==> config.mk <==
export PLATFORM = sky130hd
export DESIGN_NAME = lift_motion_fsm
export DESIGN_NICKNAME = d
export VERILOG_FILES = /design/src/rtl/lift_motion_fsm.sv
export SDC_FILE = /design/constraint.sdc
export NUM_CORES = 1
export LEC_CHECK = 0
export BUFFER_PORTS_ARGS = -buffer_cell sky130_fd_sc_hd__buf_2
export CAP_MARGIN = 30
export CELL_PAD_IN_SITES_DETAIL_PLACEMENT = 1
export CELL_PAD_IN_SITES_GLOBAL_PLACEMENT = 1
export CORE_ASPECT_RATIO = 1.75
export CORE_MARGIN = 2
export CORE_UTILIZATION = 31
export CTS_BUF_LIST = sky130_fd_sc_hd__clkbuf_4 sky130_fd_sc_hd__clkbuf_8
export DETAILED_ROUTE_END_ITERATION = 12
export HOLD_SLACK_MARGIN = 0.06
export PLACE_DENSITY_LB_ADDON = 0.1
export SLEW_MARGIN = 20
export SYNTH_ARGS = -nofsm -noshare
export SYNTH_HDL_FRONTEND = slang
export SYNTH_SLANG_ARGS = --single-unit
==> constraint.sdc <==
create_clock -name clk -period 7.02 [get_ports clk]
set_input_delay 0.351 -clock clk [delete_from_list [all_inputs] [get_ports clk]]
set_output_delay 0.351 -clock clk [all_outputs]
set_load 0.03 [all_outputs]
==> src/rtl/lift_motion_fsm.sv <==
// SCAN-order lift motion and door controller: consumes registered request queues and drives
// car position, motor and door, returning one-cycle clear pulses for the floor it stops at.
module lift_motion_fsm #(
  parameter int unsigned N_FLOORS      = 8,
  parameter int unsigned TRAVEL_CYCLES = 16,
  parameter int unsigned DOOR_CYCLES   = 32
) (
  input  logic                clk,
  input  logic                reset,
  input  logic [N_FLOORS-1:0] i_up_queue,
  input  logic [N_FLOORS-1:0] i_dn_queue,
  input  logic [N_FLOORS-1:0] i_flr_queue,
  input  logic                i_door_hold,
  output logic [N_FLOORS-1:0] o_flr_pos,
  output logic                o_dir,
  output logic                o_motor_up,
  output logic                o_motor_dn,
  output logic                o_door_open,
  output logic                o_up_clr,
  output logic                o_dn_clr,
  output logic                o_flr_clr
);

  localparam int unsigned TW = (TRAVEL_CYCLES > 1) ? $clog2(TRAVEL_CYCLES) : 1;
  localparam int unsigned DW = (DOOR_CYCLES > 1) ? $clog2(DOOR_CYCLES) : 1;
  localparam logic [TW-1:0] TravelLast = TW'(TRAVEL_CYCLES - 1);
  localparam logic [DW-1:0] DoorLast   = DW'(DOOR_CYCLES - 1);
  localparam logic [N_FLOORS-1:0] One  = N_FLOORS'(1);

  typedef enum logic [1:0] {StIdle, StMoveUp, StMoveDn, StDoor} state_e;

  state_e              state_q, state_d;
  logic [N_FLOORS-1:0] pos_q, pos_d;
  logic                dir_q, dir_d;
  logic                motor_up_q, motor_up_d;
  logic                motor_dn_q, motor_dn_d;
  logic                door_open_q, door_open_d;
  logic                up_clr_q, up_clr_d;
  logic                dn_clr_q, dn_clr_d;
  logic                flr_clr_q, flr_clr_d;
  logic [TW-1:0]       travel_q, travel_d;
  logic [DW-1:0]       door_cnt_q, door_cnt_d;

  // Bits strictly above the single set bit of a one-hot position.
  function automatic logic [N_FLOORS-1:0] above_mask(input logic [N_FLOORS-1:0] p);
    return ~((p << 1) - One);
  endfunction

  // Bits strictly below the single set bit of a one-hot position.
  function automatic logic [N_FLOORS-1:0] below_mask(input logic [N_FLOORS-1:0] p);
    return p - One;
  endfunction

  logic [N_FLOORS-1:0] req;
  logic [N_FLOORS-1:0] next_pos;
  logic                any_req, req_here, req_above, req_below, ahead, behind;
  logic                going_up, at_end, n_ahead, n_flr, n_hall;
  logic                enter_door, door_ahead;

  always_comb begin
    req       = i_up_queue | i_dn_queue | i_flr_queue;
    any_req   = |req;
    req_here  = |(req & pos_q);
    req_above = |(req & above_mask(pos_q));
    req_below = |(req & below_mask(pos_q));
    ahead     = dir_q ? req_above : req_below;
    behind    = dir_q ? req_below : req_above;

    // Look-ahead evaluated at the floor the car is about to reach.
    going_up = (state_q == StMoveUp);
    at_end   = going_up ? pos_q[N_FLOORS-1] : pos_q[0];
    next_pos = going_up ? (pos_q << 1) : (pos_q >> 1);
    n_ahead  = going_up ? |(req & above_mask(next_pos)) : |(req & below_mask(next_pos));
    n_flr    = |(i_flr_queue & next_pos);
    n_hall   = going_up ? |(i_up_queue & next_pos) : |(i_dn_queue & next_pos);
  end

  always_comb begin
    state_d     = state_q;
    pos_d       = pos_q;
    dir_d       = dir_q;
    motor_up_d  = motor_up_q;
    motor_dn_d  = motor_dn_q;
    door_open_d = door_open_q;
    up_clr_d    = 1'b0;
    dn_clr_d    = 1'b0;
    flr_clr_d   = 1'b0;
    travel_d    = travel_q;
    door_cnt_d  = door_cnt_q;
    enter_door  = 1'b0;
    door_ahead  = ahead;

    unique case (state_q)
      StIdle: begin
        motor_up_d  = 1'b0;
        motor_dn_d  = 1'b0;
        door_open_d = 1'b0;
        if (req_here) begin
          enter_door = 1'b1;
          door_ahead = ahead;
        end else if (ahead || behind) begin
          dir_d      = ahead ? dir_q : ~dir_q;
          state_d    = (ahead ? dir_q : ~dir_q) ? StMoveUp : StMoveDn;
          motor_up_d = ahead ? dir_q : ~dir_q;
          motor_dn_d = ahead ? ~dir_q : dir_q;
          travel_d   = '0;
        end
      end

      StMoveUp, StMoveDn: begin
        if (at_end) begin
          // Cannot travel past a terminal floor; park instead.
          state_d    = StIdle;
          motor_up_d = 1'b0;
          motor_dn_d = 1'b0;
          travel_d   = '0;
        end else if (travel_q == TravelLast) begin
          pos_d    = next_pos;
          travel_d = '0;
          if (!any_req) begin
            state_d    = StIdle;
            motor_up_d = 1'b0;
            motor_dn_d = 1'b0;
          end else if (n_flr || n_hall || !n_ahead) begin
            enter_door = 1'b1;
            door_ahead = n_ahead;
          end
        end else begin
          travel_d = travel_q + TW'(1);
        end
      end

      StDoor: begin
        door_open_d = 1'b1;
        if (i_door_hold) begin
          door_cnt_d = '0;
        end else if (door_cnt_q == DoorLast) begin
          door_open_d = 1'b0;
          door_cnt_d  = '0;
          state_d     = StIdle;
        end else begin
          door_cnt_d = door_cnt_q + DW'(1);
        end
      end

      default: state_d = StIdle;
    endcase

    // Door entry: clear the serviced categories; reverse if nothing lies ahead.
    if (enter_door) begin
      state_d     = StDoor;
      motor_up_d  = 1'b0;
      motor_dn_d  = 1'b0;
      door_open_d = 1'b1;
      door_cnt_d  = '0;
      flr_clr_d   = 1'b1;
      up_clr_d    = dir_q || !door_ahead;
      dn_clr_d    = !dir_q || !door_ahead;
      if (!door_ahead) dir_d = ~dir_q;
    end
  end

  always_ff @(posedge clk or posedge reset) begin
    if (reset) begin
      state_q     <= StIdle;
      pos_q       <= One;
      dir_q       <= 1'b1;
      motor_up_q  <= 1'b0;
      motor_dn_q  <= 1'b0;
      door_open_q <= 1'b0;
      up_clr_q    <= 1'b0;
      dn_clr_q    <= 1'b0;
      flr_clr_q   <= 1'b0;
      travel_q    <= '0;
      door_cnt_q  <= '0;
    end else begin
      state_q     <= state_d;
      pos_q       <= pos_d;
      dir_q       <= dir_d;
      motor_up_q  <= motor_up_d;
      motor_dn_q  <= motor_dn_d;
      door_open_q <= door_open_d;
      up_clr_q    <= up_clr_d;
      dn_clr_q    <= dn_clr_d;
      flr_clr_q   <= flr_clr_d;
      travel_q    <= travel_d;
      door_cnt_q  <= door_cnt_d;
    end
  end

  assign o_flr_pos   = pos_q;
  assign o_dir       = dir_q;
  assign o_motor_up  = motor_up_q;
  assign o_motor_dn  = motor_dn_q;
  assign o_door_open = door_open_q;
  assign o_up_clr    = up_clr_q;
  assign o_dn_clr    = dn_clr_q;
  assign o_flr_clr   = flr_clr_q;

endmodule
# Word-level counts from Yosys, hierarchy flattened
# Index checks and enable logic that the tools add are counted.
# classes
mux	61
eq_ne	13
n_bitwise	14
addsub	6
reduce_logical	27
# ops
op	n
$reduce_or A8 Y1	9
$and A8 B8 Y8	8
$mux W1	37
$sub A8 B1 Y8 const B	4
$mux W5	4
$mux W2	9
$mux W4	4
$not A8 Y8	2
$or A8 B8 Y8	2
$ne A3 B3 Y1 const B	4
$reduce_and A3 Y1	3
$mux W8	1
$ne A4 B4 Y1 const B	2
$pmux W1 S2	4
$pmux W4 S2	1
$pmux W2 S3	1
$reduce_and A6 Y1	1
$reduce_bool A3 Y1	2
$add A5 B1 Y5 const B	1
$eq A5 B5 Y1 const B	1
$logic_or A1 B1 Y1	5
$add A4 B1 Y4 const B	1
$eq A2 B2 Y1 const B	2
$eq A4 B4 Y1 const B	1
other kinds (7)	12
# word_totals
input_bits	27
register_bits	26

# Logic depth before layout (Yosys ltp)
# Gate-level depths: netlist of run 1.
# depth
depth_word	17
depth_mapped	14

# Worst setup path before layout of run 1
# Ideal clock, no wire load.
# synth_timing
path_kind	flip-flop to flip-flop
from	register state_q[1]
to	register dir_q (netlist: o_dir)
stages_incl_launch_ff	15
synth_period_minus_slack_ps	3485
path_slack_ps	3535
setup_ps	82
arrival_time_ps	3403
required_ps	6938
cell_sequence	dfrtp_1 -> inv_1 -> ha_1 -> clkbuf_1 -> mux2_2 -> inv_1 -> ha_1 -> inv_1 -> or3_1 -> xor2_1 -> a221o_1 -> o22a_1 -> or3_1 -> o211a_1 -> or2_1
# synth_via
elab_chain_len	16
word_cells_on_any_way	37
cone_classes	2 x add/sub; 2 x eq/ne; 17 x mux; 6 x bitwise; 10 x reduce/logical
# synth_rtl
element	line_no	text
start, declared	32	state_e state_q, state_d;
start signal, assigned	165	state_q <= StIdle;
start signal, assigned	177	state_q <= state_d;
$eq A2 B1 Y1	70, 93	
$mux W8	72	next_pos = going_up ? (pos_q << 1) : (pos_q >> 1);
$sub A8 B1 Y8	46	return ~((p << 1) - One);
$not A8 Y8	46	
$and A8 B8 Y8	73	n_ahead = going_up ? |(req & above_mask(next_pos)) : |(req & below_mask(next_pos));
$reduce_or A8 Y1	73	
$mux W1	73	
$logic_not A1 Y1	124	end else if (n_flr || n_hall || !n_ahead) begin
$logic_or A1 B1 Y1	124	
$mux W1	124	
$mux W1	120	if (!any_req) begin
$mux W1	117	end else if (travel_q == TravelLast) begin
$mux W1	111	if (at_end) begin
$mux W1	-	
$mux W1	159	if (!door_ahead) dir_d = ~dir_q;
$mux W1 *	150	if (enter_door) begin
net dir_d	34	logic dir_q, dir_d;
end signal, assigned	179	dir_q <= dir_d;
end, declared	34	
# The timed path passes the listed nets; every way through them passes the cells marked *.
# A chain may end at the register's enable or synchronous reset.

# Worst setup path after layout of run 1
# layout_timing
from	register state_q[1]
to	register dn_clr_q (netlist: o_dn_clr)
# layout_via
elab_chain_len	17
word_cells_on_any_way	37
cone_classes	2 x add/sub; 2 x eq/ne; 15 x mux; 6 x bitwise; 12 x reduce/logical
# layout_rtl
element	line_no	text
$eq A2 B1 Y1	70, 93	
$mux W8	72	
$sub A8 B1 Y8	46	
$not A8 Y8	46	
$and A8 B8 Y8	73	
$reduce_or A8 Y1	73	
$mux W1	73	
$logic_not A1 Y1	124	
[2 not listed]	-	
$mux W1	120	
$mux W1	117	
$mux W1	111	
$mux W1	-	
$logic_not A1 Y1	-	
$logic_or A1 B1 Y1	158	dn_clr_d = !dir_q || !door_ahead;
$mux W1 *	150	
net dn_clr_d	39	logic dn_clr_q, dn_clr_d;
end signal, assigned	184	dn_clr_q <= dn_clr_d;
end, declared	39	
# Marks and branches as above.

==> flow_summary_export.csv, run 1 <==
group,metric,value,unit
power,powerDensity,156,nW/um^2
yosys,synth-seq-area-share,0.287,
die,coreArea,7180,um^2
timing,period_needed,3.77,ns
worst_hold_path,hold_class,"primary input to async pin",
critical_path,cp.required,7.23,ns
yosys,async_flop_share,1.00,
power,power_leakage,0.00122,uW
cells_and_area,fin_nets,341,
critical_path,critical_path_class,"register to register",
timing,maxSlewViolCount,0,
cts,postCtsSetupBuffers,0,
critical_path,r2r_end,"o_dn_clr",
cts,clk_latency,0.29,ns
global_routing,grt_pass1_vias,2464,
cells_and_area,fin_cells,390,
job,drv_cap,0,
critical_path,rr_worst_depth,13,
cells_and_area,fillCellCount,886,
yosys,postSynthAreaPerCell,8.46,um^2
critical_path,start_kind,"register",
critical_path,arrival,3.98,ns
global_routing,gr-total-overflow,0,
die,fp.dieW,68.8,um
timing,setup_viol,0,
route,wl_per_cell,20.3,um
die,fp.dieArea,8070,um^2
yosys,synth_cell_types,60,
yosys,yosys_warnings,0,
timing,finalHoldViolCount,0,
timing,slew_headroom,0.442,
route,via_per_inst,5.91,
critical_path,crit_fanout,14,
die,num_rows,41,
timing,fin_skew,0.00329,ns
timing,max_freq,0.265,GHz
cts,cts_tree,"yes",
global_routing,grt_pass1_wl,12800,um
die,die_h,117,um
timing,fin_crit_sh,0.537,
yosys,syn_area,2270,um^2
timing,rsz0062_at_grt,"no",
timing,worst_slew_pin_slew,0.830,ns
placed_design,io_buffers,41,
route,postRouteAntennaNets,0,
status,status,"finished clean",
route,drt-initial-drc-count,201,
yosys,syn_inst,269,
cts,cts_buffers,3,
cts,cts_htree_levels,1,
yosys,synth_top_flop_cell,"dfrtp_1",
placed_design,gp_congestion,0.853,
cells_and_area,diodes,0,
cells_and_area,multiInputGateArea,1500,um^2
cells_and_area,ff_latch_area,653,um^2
placed_design,hpwl,6370,um
critical_path,worstReg2RegStart,"state_q[1]",
critical_path,reg2reg_slack,3.25,ns
timing,tns,0,ns
yosys,synth_edf_count,0,
cells_and_area,layout-drive-gt1-share,0.227,
yosys,ys_seq_elements,26,
route,num_vias,2304,
power,ir_drop,113,uV
global_routing,antenna_found_initial,0,
route,route.detailed.drc,0,
global_routing,grt_use_total,0.211,
route,routed_wl,7930,um
route,first_pass_iters,4,
cts,cts.sinks,26,
cts,hold_buffers,0,
cts,cts-root-buf,"clkbuf_8",
yosys,syn_nets,305,
critical_path,crit_path_end_kind,"register",
cts,cts_resized,0,
placed_design,dp_cells,386,
die,start_util,0.317,
cts,clockBufferDepth,2,
cells_and_area,syn_to_final_growth,14.4,%
die,ioPinCount,42,
global_routing,grt_max_degree,27,
cts,path_clk_slew,0.09,ns
-- worst max-delay path, cell delays in order, from the launching register on --
cell      delay, ns
dfrtp_1        0.39
inv_1          0.12
ha_1           0.50
mux2_2         0.45
inv_1          0.07
ha_1           0.19
inv_1          0.05
or3_1          0.38
xor2_1         0.16
a221o_1        0.35
o22a_1         0.26
a31oi_2        0.36
nand2b_1       0.23
o21ai_0        0.20
-- where the power goes --
part / leakage (uW) / internal (uW) / total, uW / switching (uW)
Sequential: 0.000347 / 167 / 180 / 13.7
Combinational: 0.000848 / 44.3 / 123 / 78.2
Clock: 0.0000288 / 50.5 / 102 / 51.6
Total: 0.00122 / 261 / 405 / 144
-- metrics by stage --
step / worst slack [ns] / power [uW] / utilization / instance area, um^2 / hold slack (ns)
finish: 3.25 / 405 / 0.362 / 2600 / 0.106
global route: 2.92 / 432 / 0.362 / 2600 / 0.142
floorplan: 3.53 / 265 / - / 2270 / 0.390
CTS: 3.25 / 412 / 0.362 / 2600 / 0.118
detailed placement: 3.25 / 309 / 0.355 / 2550 / 0.439
global placement: 3.37 / 308 / 0.355 / 2550 / 0.432
-- kinds of logic (layout without fill, tap and decap cells) --
group,count (synthesis),in the layout,share of synthesized area
buffers and inverters,30,65,0.0545
DFF,26,26,0.287
and+or+nand+nor,101,101,0.252
adders and majority gates,9,9,0.0495
xor gates and xnor gates,7,7,0.0270
muxes,11,11,0.0528
AOI/OAI and AO/OA,85,85,0.277
-- synth_stat cells (all sizes together) (5+ instances only) --
library cell  count  area, um^2
dfrtp            24         601
nand2            24        90.1
inv              18        67.6
or3              14        87.6
nor2             13        48.8
a21oi            11        55.1
o21ai            11        55.1
ha                9         113
nor3              9        45.0
a22oi             8        60.1
clkbuf            8        30.0
mux2              8        90.1
a21o              7        52.6
nand3             7        35.0
nor3b             6        50.1
a222oi            5        50.1
o211ai            5        37.5
o22ai             5        31.3
o31ai             5        37.5
-- area by class of cell --
| cell class | count | area share |
|---|---|---|
| multi-input cells | 213 | 0.576 |
| flip-flops and latches | 26 | 0.251 |
| repair buffers | 43 | 0.0847 |
| well taps | 86 | 0.0414 |
| inverters | 18 | 0.0260 |
| clock buffers | 4 | 0.0212 |
-- routing by layer --
layer | part of all wire | track usage
met3 | 0.017 | 0.0115
met2 | 0.58 | 0.385
met5 | 0 | 0
met1 | 0.37 | 0.230
met4 | 0.032 | 0.109
-- flip-flops by register name, indices dropped and copies added (netlist names) --
| register | cells |
|---|---|
| door_cnt_q | 5 |
| o_dir | 1 |
| o_motor_up | 1 |
| o_flr_clr | 1 |
| o_flr_pos | 8 |
| o_motor_dn | 1 |
| o_dn_clr | 1 |
| travel_q | 4 |
| o_up_clr | 1 |
| o_door_open | 1 |
| state_q | 2 |
-- worst max-delay path by stage --
stage	startpoint	endpoint	slack (ns)	cells after the start
after floorplan	state_q[1]	o_dir	3.53	14
final	state_q[1]	o_dn_clr	3.25	13
after global placement	state_q[1]	o_dn_clr	3.37	13
after detailed placement	state_q[1]	o_dn_clr	3.25	13
after global routing	state_q[1]	o_dn_clr	2.92	13
after CTS	state_q[1]	o_dn_clr	3.25	13
-- placed cells by master, fill, tap and decap left out, drive strengths merged, types with 3 or more instances in the layout --
| master | synthesis | final |
|---|---|---|
| o22ai | 5 | 5 |
| ha | 9 | 9 |
| buf | 4 | 43 |
| nand4 | 4 | 4 |
| or3b | 4 | 4 |
| a22oi | 8 | 8 |
| nor2 | 13 | 13 |
| o211ai | 5 | 5 |
| or2 | 4 | 4 |
| dfrtp | 24 | 24 |
| nor3 | 9 | 9 |
| o21ai | 11 | 11 |
| a211oi | 4 | 4 |
| and3 | 3 | 3 |
| mux2i | 3 | 3 |
| nand3 | 7 | 7 |
| o221ai | 3 | 3 |
| a21oi | 11 | 11 |
| inv | 18 | 18 |
| a31oi | 3 | 3 |
| nand2b | 3 | 3 |
| nor3b | 6 | 6 |
| xnor2 | 4 | 4 |
| or3 | 14 | 14 |
| clkbuf | 8 | 4 |
| nand2 | 24 | 24 |
| a21o | 7 | 7 |
| a222oi | 5 | 5 |
| xor2 | 3 | 3 |
| mux2 | 8 | 8 |
| or4 | 3 | 3 |
| o31ai | 5 | 5 |
| a221oi | 3 | 3 |
Power figures use the tool's default switching activity.
==> run 2, diff against run 1 <==
--- a/config.mk
+++ b/config.mk
@@ -5,6 +5,7 @@
 export SDC_FILE = /design/constraint.sdc
 export NUM_CORES = 1
 export LEC_CHECK = 0
+export ABC_AREA = 1
 export BUFFER_PORTS_ARGS = -buffer_cell sky130_fd_sc_hd__buf_2
 export CAP_MARGIN = 30
 export CELL_PAD_IN_SITES_DETAIL_PLACEMENT = 1
==> constraint.sdc (replaced) <==
create_clock -name clk -period 3.4 [get_ports clk]
set_input_delay 0.17 -clock clk [delete_from_list [all_inputs] [get_ports clk]]
set_output_delay 0.17 -clock clk [all_outputs]
set_load 0.03 [all_outputs]
==> run 2 against run 1 <==
Compared with the run above: sequential cell count did not move; first-iteration DRC count fell by 72%; via count is 13% higher; critical endpoint is now state_q[0].
==> flow_summary_export.csv, run 2 <==
group,metric,value,unit
global_routing,grt_pass1_vias,2868,
global_routing,antenna_found_initial,0,
die,start_util,0.321,
cells_and_area,diodes,0,
route,wl_per_cell,15.2,um
placed_design,gp_congestion,0.815,
route,routed_wl,7840,um
timing,period_needed,2.95,ns
cts,cts_buffers,3,
placed_design,place_ws,0.347,ns
job,drv_cap,0,
yosys,synthSimpleGateAreaFrac,0.460,
yosys,synth_top_flop_cell,"dfrtp_1",
yosys,async_flop_share,1.00,
cells_and_area,final_common_cell,"nand2_1",
timing,tns,0,ns
global_routing,grt_pass1_wl,13100,um
route,via_per_inst,5.06,
cts,clk_latency,0.28,ns
yosys,syn_area,2340,um^2
cts,cts-root-buf,"clkbuf_8",
yosys,ys_seq_elements,26,
die,coreArea,7280,um^2
cts,cts_tree,"yes",
route,num_vias,2608,
cts,clockBufferDepth,2,
yosys,synth_xor_area_frac,0.0262,
critical_path,arrival,3.13,ns
cells_and_area,layout-drive-gt1-share,0.159,
placed_design,io_buffers,41,
timing,rsz0062_at_grt,"no",
cells_and_area,multiInputGateArea,1470,um^2
die,fp.dieW,69.6,um
yosys,yosysTopAreaCell,"dfrtp_1",
global_routing,grt_max_degree,20,
placed_design,hpwl,6630,um
cts,cts_htree_levels,1,
timing,slew_headroom,0.651,
yosys,synth_cell_types,30,
cells_and_area,ff_latch_area,653,um^2
placed_design,dp_cells,511,
route,first_pass_iters,4,
yosys,synth-seq-area-share,0.280,
yosys,synth_top_family_by_area,"simple AND/OR/NAND/NOR gates",
timing,worst_slew_pin_slew,0.522,ns
critical_path,cp.required,3.57,ns
worst_hold_path,hold_class,"primary input to register",
yosys,synth_compound_area_frac,0.0948,
yosys,ys_top_cells_by_area,"dfrtp_1 26%, nand2_1 22%, nand3_1 8.6%",
yosys,syn_nets,421,
yosys,syn_inst,385,
cells_and_area,largest_reg_flops,8,
yosys,synth_edf_count,0,
yosys,synth_commonest_cells,"139 x nand2_1, 50 x inv_1, 40 x nand3_1",
die,fp.dieArea,8270,um^2
cts,cts.sinks,26,
critical_path,crit_fanout,13,
die,ioPinCount,42,
critical_path,critical_path_class,"register to register",
power,powerDensity,569,nW/um^2
die,num_rows,41,
yosys,synth_fa_ha_area_frac,0.0482,
status,status,"finished clean",
power,ir_drop,365,uV
cells_and_area,syn_to_final_growth,15.7,%
timing,fin_crit_sh,0.868,
cells_and_area,fin_cells,515,
timing,fin_ws,0.448,ns
critical_path,start_kind,"register",
critical_path,crit_path_end_kind,"register",
yosys,yosysMostFrequentCell,"nand2_1",
yosys,yosys-mux-area-fraction,0,
global_routing,gr-total-overflow,0,
yosys,yosys_warnings,0,
yosys,postSynthAreaPerCell,6.07,um^2
cells_and_area,fin_area,2700,um^2
power,power_leakage,0.00156,uW
placed_design,place_area,2650,um^2
route,drt-initial-drc-count,56,
timing,finalHoldViolCount,0,
cells_and_area,fillCellCount,1027,
global_routing,grt_use_total,0.198,
timing,setup_viol,0,
route,postRouteAntennaNets,0,
timing,maxSlewViolCount,0,
cts,path_clk_slew,0.09,ns
cells_and_area,fin_nets,467,
timing,fin_skew,0.00306,ns
yosys,yosysTopAreaCellShare,0.257,
timing,max_freq,0.339,GHz
route,route.detailed.drc,0,
die,die_h,119,um
cells_and_area,final_cell_mix,"139 x nand2_1, 50 x inv_1, 41 x buf_2",
## run 2: cell count changes after synthesis, sizes merged, moves of 5 or more
cell and delta:
a21o -7, a222oi -5, a22oi -8, clkbuf -7
inv +34, mux2 -8, nand2 +123, nand3 +34
nor2 +27, nor3b -6, o21ai +18, or3 -14
## run 2: final timing paths
kind                        startpoint             to  slack, ns  cells past startpoint
max                         state_q[1]     state_q[0]       0.45                     20
max in group asynchronous        reset          o_dir       2.48                      4
min                        i_door_hold  door_cnt_q[4]       0.16                      4
min in group asynchronous        reset    travel_q[2]       0.40                      3
max reg2reg                 state_q[1]     state_q[0]       0.45                     20
min reg2reg                 o_motor_up     o_motor_up       0.52                      2
## run 2: area by class of cell
type,count,share of cell area
multi-input combinational,305,0.545
timing repair buffer,43,0.0852
sequential,26,0.242
tap,86,0.0398
inverter,52,0.0731
clock buffer,3,0.0153
## run 2: worst max-delay path, stage by stage (launching register included)
cell and delay (ns):
dfrtp_1 0.41, inv_1 0.12, ha_2 0.29, inv_4 0.09, nand2_4 0.07, nand2_2 0.09
inv_1 0.10, ha_1 0.19, nand3_1 0.14, o21ai_0 0.26, a21oi_1 0.11, nor2_1 0.13
nand3_1 0.07, nand2_1 0.09, nand2_1 0.06, nand2_1 0.08, nand2_2 0.17, nand2_1 0.16
nand2_1 0.08, nand2_1 0.08, nand2_1 0.05
## run 2: power breakdown
| group | internal (uW) | switching, uW |
|---|---|---|
| registers | 377 | 50.3 |
| clock network | 79.8 | 98.4 |
| logic | 297 | 634 |
| total | 754 | 783 |
## run 2: cells by family after synthesis
logic type | count (synthesis)
compound gates | 41
simple gates | 248
xor+xnor | 7
buf+inv | 54
flops | 26
fa+ha+maj | 9
## run 2: metrics by stage
| step | power (uW) | utilization | hold WS (ns) |
|---|---|---|---|
| floorplan | 1110 | - | 0.209 |
| global placement | 1360 | 0.362 | 0.442 |
| detailed placement | 1370 | 0.364 | 0.143 |
| CTS | 1560 | 0.371 | 0.158 |
| global route | 1700 | 0.371 | 0.207 |
| finish | 1540 | 0.371 | 0.155 |
## run 2: what timing repair did
action                     4_1_cts  5_1_grt
buffers inserted                 0        0
hold buffers                     1        0
setup endpoints to repair        0        1
hold endpoints to repair         6        0
gates resized for setup          0        1
## run 2: per-layer routing
layer	vias up	global-route usage	routed length, um
met4	0	0.0865	292
met5	-	0	0
met3	19	0.00931	128
met2	40	0.410	4580
met1	1240	0.193	2850
li1	1309	-	-
